<file path="config.mk">
export PLATFORM = sky130hd
export DESIGN_NAME = msg_entry_writer_flat
export DESIGN_NICKNAME = d
export VERILOG_FILES = /design/src/rtl/msg_entry_writer_if.sv /design/src/rtl/msg_entry_writer.sv /design/src/flat_wrapper.sv
export SDC_FILE = /design/constraint.sdc
export NUM_CORES = 1
export LEC_CHECK = 0
export CAP_MARGIN = 20
export CORE_UTILIZATION = 50
export DETAILED_ROUTE_END_ITERATION = 8
export PLACE_DENSITY = 0.71
export SETUP_SLACK_MARGIN = 0.2
export SYNTH_ARGS = -nofsm -noshare
export SYNTH_HDL_FRONTEND = slang
export SYNTH_SLANG_ARGS = --single-unit
export TNS_END_PERCENT = 1
</file>
<file path="constraint.sdc">
create_clock -name clk -period 5.85 [get_ports clk]
set_input_delay 1.17 -clock clk [delete_from_list [all_inputs] [get_ports clk]]
set_output_delay 1.17 -clock clk [all_outputs]
set_load 0.02 [all_outputs]
</file>
<file path="src/rtl/msg_entry_writer_if.sv">
// rtl/msg_entry_writer_if.sv - key/switch inputs and six-digit display bundle for the message writer
interface msg_entry_writer_if #(
  parameter int DEPTH = 16
);
  localparam int LW = $clog2(DEPTH) + 1;

  logic [3:0]    char_in;
  logic          wr_n;
  logic          bs_n;
  logic          clr;
  logic [3:0]    a;
  logic [3:0]    b;
  logic [3:0]    c;
  logic [3:0]    d;
  logic [3:0]    e;
  logic [3:0]    f;
  logic [LW-1:0] len;
  logic          empty;
  logic          full;
  logic          ovf;

  modport master (
    output char_in, wr_n, bs_n, clr,
    input  a, b, c, d, e, f, len, empty, full, ovf
  );

  modport slave (
    input  char_in, wr_n, bs_n, clr,
    output a, b, c, d, e, f, len, empty, full, ovf
  );
endinterface

</file>
<file path="src/rtl/msg_entry_writer.sv">
// rtl/msg_entry_writer.sv - debounced write/backspace entry into a message buffer with six-digit window
module msg_entry_writer_deb #(
  parameter int DEB_CYCLES = 500000
) (
  input  logic clk,
  input  logic rst_n,
  input  logic raw_n,
  output logic press
);
  localparam int CW = $clog2(DEB_CYCLES + 1);

  logic          s0_q, s1_q;
  logic          deb_q, deb_prev_q;
  logic [CW-1:0] cnt_q;

  always_ff @(posedge clk or negedge rst_n) begin
    if (!rst_n) begin
      s0_q       <= 1'b1;
      s1_q       <= 1'b1;
      deb_q      <= 1'b1;
      deb_prev_q <= 1'b1;
      cnt_q      <= '0;
    end else begin
      s0_q       <= raw_n;
      s1_q       <= s0_q;
      deb_prev_q <= deb_q;
      // Level flips only after DEB_CYCLES consecutive disagreeing samples
      if (s1_q == deb_q) begin
        cnt_q <= '0;
      end else if (cnt_q == CW'(DEB_CYCLES - 1)) begin
        deb_q <= s1_q;
        cnt_q <= '0;
      end else begin
        cnt_q <= cnt_q + 1'b1;
      end
    end
  end

  assign press = deb_prev_q & ~deb_q;
endmodule

module msg_entry_writer #(
  parameter int         DEPTH      = 16,
  parameter int         DEB_CYCLES = 500000,
  parameter logic [3:0] BLANK      = 4'hF
) (
  input logic               clk,
  input logic               rst_n,
  msg_entry_writer_if.slave bus
);
  localparam int AW = $clog2(DEPTH);
  localparam int LW = AW + 1;

  logic          wr_ev, bs_ev;
  logic          clr_s0_q, clr_s1_q;
  logic [LW-1:0] len_q;
  logic          ovf_q;
  logic [3:0]    mem_q [DEPTH];
  logic [3:0]    dig_q [6];
  logic [3:0]    dig_n [6];
  logic [LW-1:0] idx;
  logic          full_w, empty_w;
  logic          do_wr, do_bs;

  msg_entry_writer_deb #(.DEB_CYCLES(DEB_CYCLES)) u_wr_deb (
    .clk   (clk),
    .rst_n (rst_n),
    .raw_n (bus.wr_n),
    .press (wr_ev)
  );

  msg_entry_writer_deb #(.DEB_CYCLES(DEB_CYCLES)) u_bs_deb (
    .clk   (clk),
    .rst_n (rst_n),
    .raw_n (bus.bs_n),
    .press (bs_ev)
  );

  always_ff @(posedge clk or negedge rst_n) begin
    if (!rst_n) begin
      clr_s0_q <= 1'b0;
      clr_s1_q <= 1'b0;
    end else begin
      clr_s0_q <= bus.clr;
      clr_s1_q <= clr_s0_q;
    end
  end

  assign full_w  = (len_q == LW'(DEPTH));
  assign empty_w = (len_q == '0);
  // Clear wins; coincident write and backspace cancel each other
  assign do_wr   = !clr_s1_q && wr_ev && !bs_ev;
  assign do_bs   = !clr_s1_q && bs_ev && !wr_ev;

  always_ff @(posedge clk or negedge rst_n) begin
    if (!rst_n) begin
      len_q <= '0;
      ovf_q <= 1'b0;
    end else if (clr_s1_q) begin
      len_q <= '0;
      ovf_q <= 1'b0;
    end else if (do_wr) begin
      if (full_w) ovf_q <= 1'b1;
      else        len_q <= len_q + 1'b1;
    end else if (do_bs && !empty_w) begin
      len_q <= len_q - 1'b1;
    end
  end

  always_ff @(posedge clk) begin
    if (do_wr && !full_w) mem_q[len_q[AW-1:0]] <= bus.char_in;
  end

  always_comb begin
    idx = '0;
    for (int k = 0; k < 6; k++) begin
      idx      = len_q - LW'(k + 1);
      dig_n[k] = (len_q > LW'(k)) ? mem_q[idx[AW-1:0]] : BLANK;
    end
  end

  always_ff @(posedge clk or negedge rst_n) begin
    if (!rst_n) begin
      for (int k = 0; k < 6; k++) dig_q[k] <= BLANK;
    end else begin
      for (int k = 0; k < 6; k++) dig_q[k] <= dig_n[k];
    end
  end

  assign bus.a     = dig_q[0];
  assign bus.b     = dig_q[1];
  assign bus.c     = dig_q[2];
  assign bus.d     = dig_q[3];
  assign bus.e     = dig_q[4];
  assign bus.f     = dig_q[5];
  assign bus.len   = len_q;
  assign bus.empty = empty_w;
  assign bus.full  = full_w;
  assign bus.ovf   = ovf_q;
endmodule
</file>
<file path="src/flat_wrapper.sv">
// flat-port wrapper written by rule: the top's interface ports become plain ports
module msg_entry_writer_flat 
#(
  parameter int         DEPTH      = 16,
  parameter int         DEB_CYCLES = 500000,
  parameter logic [3:0] BLANK      = 4'hF
)
  (clk, rst_n, bus_char_in, bus_wr_n, bus_bs_n, bus_clr, bus_a, bus_b, bus_c, bus_d, bus_e, bus_f, bus_len, bus_empty, bus_full, bus_ovf);
  msg_entry_writer_if #(.DEPTH(DEPTH)) bus_i ();
  input logic clk;
  input logic rst_n;
  input wire logic [$bits(bus_i.char_in)-1:0] bus_char_in;
  input wire logic [$bits(bus_i.wr_n)-1:0] bus_wr_n;
  input wire logic [$bits(bus_i.bs_n)-1:0] bus_bs_n;
  input wire logic [$bits(bus_i.clr)-1:0] bus_clr;
  output wire logic [$bits(bus_i.a)-1:0] bus_a;
  output wire logic [$bits(bus_i.b)-1:0] bus_b;
  output wire logic [$bits(bus_i.c)-1:0] bus_c;
  output wire logic [$bits(bus_i.d)-1:0] bus_d;
  output wire logic [$bits(bus_i.e)-1:0] bus_e;
  output wire logic [$bits(bus_i.f)-1:0] bus_f;
  output wire logic [$bits(bus_i.len)-1:0] bus_len;
  output wire logic [$bits(bus_i.empty)-1:0] bus_empty;
  output wire logic [$bits(bus_i.full)-1:0] bus_full;
  output wire logic [$bits(bus_i.ovf)-1:0] bus_ovf;
  assign bus_i.char_in = bus_char_in;
  assign bus_i.wr_n = bus_wr_n;
  assign bus_i.bs_n = bus_bs_n;
  assign bus_i.clr = bus_clr;
  assign bus_a = bus_i.a;
  assign bus_b = bus_i.b;
  assign bus_c = bus_i.c;
  assign bus_d = bus_i.d;
  assign bus_e = bus_i.e;
  assign bus_f = bus_i.f;
  assign bus_len = bus_i.len;
  assign bus_empty = bus_i.empty;
  assign bus_full = bus_i.full;
  assign bus_ovf = bus_i.ovf;
  msg_entry_writer #(.DEPTH(DEPTH), .DEB_CYCLES(DEB_CYCLES), .BLANK(BLANK)) u_core (.clk(clk), .rst_n(rst_n), .bus(bus_i));
endmodule
</file>
Word-level counts from Yosys, hierarchy flattened --
Memory sizes are Yosys's and may differ from the RTL's. Cells that the tools add are included.
Word-level totals: logic and storage cells 86, bits in writable memories 64, register bits 78, input port bits 9, memories 1
Memory list:
- u_core.mem_q | words 16, width 4, rd ports 6, clocked after Yosys merged registers in 0, wr ports 1, RTL line msg_entry_writer.sv:58 | logic [3:0] mem_q [DEPTH];
Cells by class: eq/ne operators 6, order comparisons 6, reductions and logical operators 19, add/subtract/negate cells 9, multiplexer cells 19, bitwise logic cells 6
Operator list (count):
- 19-bit 2-to-1 mux | 4
- 19-bit by 1-bit adder with 19-bit output, second input constant | 2
- 19-bit equality test, second input constant | 2
- 4-bit 2-to-1 mux | 6
- 5-bit 2-to-1 mux | 4
- 4-bit by 3-bit subtractor with 4-bit output, second input constant | 3
- 5-bit by 1-bit > comparator with 1-bit output, second input constant | 2
- 5-bit by 2-bit > comparator with 1-bit output, second input constant | 2
- 5-bit by 3-bit > comparator with 1-bit output, second input constant | 2
- 2-bit AND reduction | 4
- 4-bit by 2-bit subtractor with 4-bit output, second input constant | 2
- 1-bit logical AND | 6
- 5-bit by 1-bit adder with 5-bit output, second input constant | 1
- 5-bit equality test, second input constant | 1
- 1-bit logical NOT | 5
- 5-bit logical NOT | 1
- 1-bit 2-to-1 mux | 5
- 5-bit by 1-bit subtractor with 5-bit output, second input constant | 1
- 1-bit inverter | 4
- 2-bit nonzero test | 2
- 3-bit by 2-bit inequality test with 1-bit output, second input constant | 1
- 3-bit nonzero test | 1
- 1-bit bitwise AND | 2
- 1-bit equality test | 2

Logic depth before layout (Yosys ltp) --
depth in word-level cells 8, mapped depth 13

Cells and area by module --
A second synthesis with hierarchy kept.
Second synthesis, totals: cell total of the unflattened synthesis 597, area, all modules 8065.2 um2
Modules (own cells, without submodules):
- msg_entry_writer | sequential area each 2752.6 um2, cells each 383, area an instance 5833.1 um2, times used 1
- msg_entry_writer_deb | sequential area each 580.6 um2, cells each 107, area an instance 1116.1 um2, times used 2

Least setup slack after synthesis --
Ideal clock, no wire load.
kind flip-flop to output port, from register u_core.len_q[1] (netlist: u_core.bus.len[1]), to output port bus_full, cell stages (with the launch flop) 8, arrival 2015 ps, setup slack 2665 ps, data required time 4680 ps, path through dfrtp_1 > buf_2 > buf_2 > buf_2 > inv_1 > ha_1 > and3_1 > clkbuf_1
On the way: cells in the longest elaborated chain, start to end 1
Ends and longest elaborated chain:
- start: declaration | RTL line msg_entry_writer.sv:56 | logic [LW-1:0] len_q;
- start signal: assignment | RTL line msg_entry_writer.sv:104 | else len_q <= len_q + 1'b1;
- start signal: assignment | RTL line msg_entry_writer.sv:106 | len_q <= len_q - 1'b1;
- 5-bit equality test | RTL line msg_entry_writer.sv:89 | assign full_w = (len_q == LW'(DEPTH));
- end: declaration | RTL line flat_wrapper.sv:24 | output wire logic [$bits(bus_i.full)-1:0] bus_full;
No other way between the ends.

Worst setup path after layout --
from register u_core.len_q[2] (netlist: u_core.bus.len[2]), to output port bus_full
Same word-level chain as after synthesis.

==> parameters.txt <==
Parameter                              Value

Setup path
  Worst path buffer plus inverter count ... 2
  Critical register-to-register path startpoint ... u_core.bus.len[2]$_DFFE_PN0P_
  Slowest CP cell ... sky130_fd_sc_hd__dfrtp_1
  Crit path DAT ... 2.98 ns
  Worst EP required ... around 4.7 ns
  Kind of cell adding the most delay to the critical path ... flip-flops
  Number of cells on the worst reg-to-reg path ... 5
  Top fanout value on the critical path ... 30
  Worst path cell trace ... inv_1 > ha_1 > and3_1 > clkdlybuf4s50_1
  Delay of the slowest critical-path stage ... between 0.9 and 1 ns
  Critical Path Source Type ... flop
  Reg-to-reg critical path endpoint ... u_core.mem_q[8][1]$_DFFE_PP_
  Flop-to-flop setup slack ... 2.29 ns
  Class of the most critical setup path ... flop to primary output
  CP Capture Type ... primary output

Yosys
  Cell with the most instances after synthesis ... sky130_fd_sc_hd__nor2_1
  Syn_area_per_cell ... 12.6 µm²
  Unique masters post-synth ... 51
  Cell type with the largest total area after synthesis ... sky130_fd_sc_hd__edfxtp_1
  Synth Net Count ... between 600 and 700
  Main synth FF type ... sky130_fd_sc_hd__edfxtp_1
  Biggest area contributors in the synthesized netlist ... sky130_fd_sc_hd__edfxtp_1 (24%), sky130_fd_sc_hd__mux4_2 (16%), sky130_fd_sc_hd__dfrtp_1 (15%), sky130_fd_sc_hd__dfstp_2 (11%), sky130_fd_sc_hd__mux2i_1 (3.6%)
  Synth cell count leaders ... sky130_fd_sc_hd__nor2_1 (70), sky130_fd_sc_hd__edfxtp_1 (64), sky130_fd_sc_hd__mux4_2 (56)
  Flops & latches, synth ... about 140
  Cell Area, Synth ... 0.00788 mm²
  Yosys Warn Count ... 0
  EDFF count, synth ... 64
  Proportion of register bits with asynchronous set or reset after synthesis ... 0.549
  Fraction of post-synthesis cell area in the top cell type by area ... 0.244
  Gate count after technology mapping ... 626
  Seq/Total Area, Yosys ... 0.497

Drt
  Average wire per standard cell ... 21.6 µm
  First-pass iteration count of the detailed router ... 7
  Number of routed nets with antenna violations ... 0
  Iteration-0 DRC count of the detailed router ... 550
  Total DRC errors in the routed layout ... 0
  Vias ... 5463
  Number of vias per cell after detailed routing ... 6.23
  Total Wirelength ... 18900 µm

Min path
  Number of cells traversed by the worst hold path ... 0
  Capture endpoint of the worst hold path ... u_core.clr_s1_q$_DFF_PN0_
  Worst hold-check path type ... flop to flop
  Startpoint of the lowest-slack hold path ... u_core.clr_s0_q$_DFF_PN0_

Global routing
  Largest net degree at the start of global routing ... 79
  Vias in the first global route ... about 5300
  Met3 routing resource usage after global routing ... 0.0896
  Global-route wire length before repair ... approximately 30000 µm
  GR Layer Usage met1 ... 0.312
  Met2 demand-to-capacity share in global routing ... 0.394
  GRT Max-Usage Layer ... met2
  Total grt overflow ... 0
  Number of antenna violations at the first check in global routing ... 0
  All-Layer GR Usage ... 0.250

Timing
  Max_slew headroom ... 0.264
  Setup-violating endpoint count in the final report ... 0
  Slack of the critical path ... 1.70 ns
  Setup repair after global routing missed its margin ... no
  Final hold vios ... 0
  Clock skew after layout ... 0.0110 ns
  Final sum of negative setup slack ... 0 ns
  Final period demand of the worst path ... 4.15 ns
  Maximum clock frequency ... 241 MHz
  Slew Viols, Final ... 0
  Share of the clock period used by the worst path ... 0.710
  Worst-Margin Slew ... 1.10 ns

Floorplan
  Area of the die ... 0.0163 mm²
  Initial Util ... 0.515
  Number of placement rows ... 45
  Floorplan core area ... around 0.015 mm²
  Chip width ... 128 µm
  Number of placed I/O pins ... 41
  Die H ... 128 µm

Finish
  Area of all sequential standard cells ... roughly 0.0039 mm²
  Footprint of the multi-input gates ... 0.00370 mm²
  Share of layout cells above drive strength 1 ... 0.212
  Area added between synthesis and finish ... 14.1%
  Antenna cell count ... 0
  Fillers ... approximately 1200
  Final Net Count ... 680

Status
  Outcome ... completed

Power
  Power per cell area ... between 200 and 250 mW/mm²
  Worst-case vdd ir drop ... approximately 0.18 mV
  Leakage power total ... 3.22 nW

Clock tree
  Hold bufs inserted after CTS ... 0
  Number of buffers added for setup after CTS ... 0
  Worst-skew pair later-pin latency ... 0.43 ns
  Clock tree buffer depth ... 2
  TritonCTS clock tree ... done
  H-tree lvl count ... 4
  Clock-pin slew of the registers on the worst-case setup and hold paths ... 0.06 ns
  Cells resized by post-CTS repair ... 0
  Clock Sink Count ... 142
  Root buf cell ... sky130_fd_sc_hd__clkbuf_16
  Number of buffers created by CTS ... 17

Place
  Worst setup slack after placement ... 2.20 ns
  Total half-perimeter wirelength after legalization and detailed placement ... 13400 µm
  GPL Wtd Cong ... 0.916
  Count of buffers from port buffering ... 40

Run
  # Max-Cap Violations ... 0
[state kept, by name, indices dropped and copies added (netlist names), 4 cells and up]
register / cells
u_core.bus.a: 4
u_core.bus.b: 4
u_core.bus.c: 4
u_core.bus.d: 4
u_core.bus.e: 4
u_core.bus.f: 4
u_core.bus.len: 5
u_core.mem_q: 64
u_core.u_bs_deb.cnt_q: 19
u_core.u_wr_deb.cnt_q: 19
[cell type report]
class / count / share of cell area
Clock inverter: 9 / 0.00960
Timing Repair Buffer: 44 / 0.0498
Multi-Input combinational cell: 421 / 0.411
Sequential cell: 142 / 0.436
Inverter: 27 / 0.0113
Tap cell: 211 / 0.0294
Clock buffer: 23 / 0.0533
[cell usage in the layout (no fill, tap or decap), types with 20 or more instances in the layout]
cell                              Yosys  final
sky130_fd_sc_hd__dfrtp_1             46     44
sky130_fd_sc_hd__mux4_2              56     56
sky130_fd_sc_hd__mux2i_1             28     28
sky130_fd_sc_hd__edfxtp_1            64     64
sky130_fd_sc_hd__nor2_1              70     70
sky130_fd_sc_hd__clkdlybuf4s50_1      0     39
sky130_fd_sc_hd__nand2_1             32     32
sky130_fd_sc_hd__dfstp_2             32     32
sky130_fd_sc_hd__xnor2_1             24     24
sky130_fd_sc_hd__inv_1               27     27
sky130_fd_sc_hd__nand3_1             29     29
sky130_fd_sc_hd__xor2_1              20     20
[kinds of logic (layout without fill, tap and decap cells)]
kind of cell | Yosys count | count (layout) | synth area share
AO/OA/AOI/OAI | 64 | 64 | 0.0556
adder cells (fa/ha/maj) | 18 | 18 | 0.0286
XOR/XNOR | 44 | 44 | 0.0489
buffers and inverters | 63 | 103 | 0.0352
flip-flops | 142 | 142 | 0.497
AND/OR/NAND/NOR | 201 | 201 | 0.125
multiplexers | 94 | 94 | 0.210
[metal layers]
metal / share of wire / vias up
met2: 0.48 / 302
met1: 0.39 / 2721
met5: 0 / -
met4: 0.030 / 0
li1: - / 2392
met3: 0.10 / 48
[through the flow]
step,hold slack (ns),utilization,instances,power (mW),area [µm²]
floorplan,0.331,-,626,1.09,7880
global placement,0.346,0.549,844,1.11,8400
detailed placement,0.346,0.549,844,1.11,8400
CTS,0.360,0.585,876,2.14,8970
global route,0.360,0.587,877,2.18,8990
finish,0.357,0.587,877,2.12,8990
[power breakdown]
group | total [mW] | switching [mW] | internal (mW)
logic | 0.0350 | 0.0260 | 0.00902
registers | 1.06 | 0.00627 | 1.05
clock network | 1.03 | 0.410 | 0.620
total | 2.12 | 0.442 | 1.68
[how the worst max path moves through the flow]
stage	slack, ns	to	cells after the start	start
6_report	1.70	bus_full	4	u_core.bus.len[2]$_DFFE_PN0P_
5_1_grt	1.58	bus_full	4	u_core.bus.len[2]$_DFFE_PN0P_
2_1_floorplan	2.67	bus_full	7	u_core.bus.len[1]$_DFFE_PN0P_
3_3_place_gp	2.29	bus_full	4	u_core.bus.len[2]$_DFFE_PN0P_
3_5_place_dp	2.20	bus_full	4	u_core.bus.len[2]$_DFFE_PN0P_
4_1_cts	1.74	bus_full	4	u_core.bus.len[2]$_DFFE_PN0P_
Note: power is estimated with default switching activity, not from simulation.
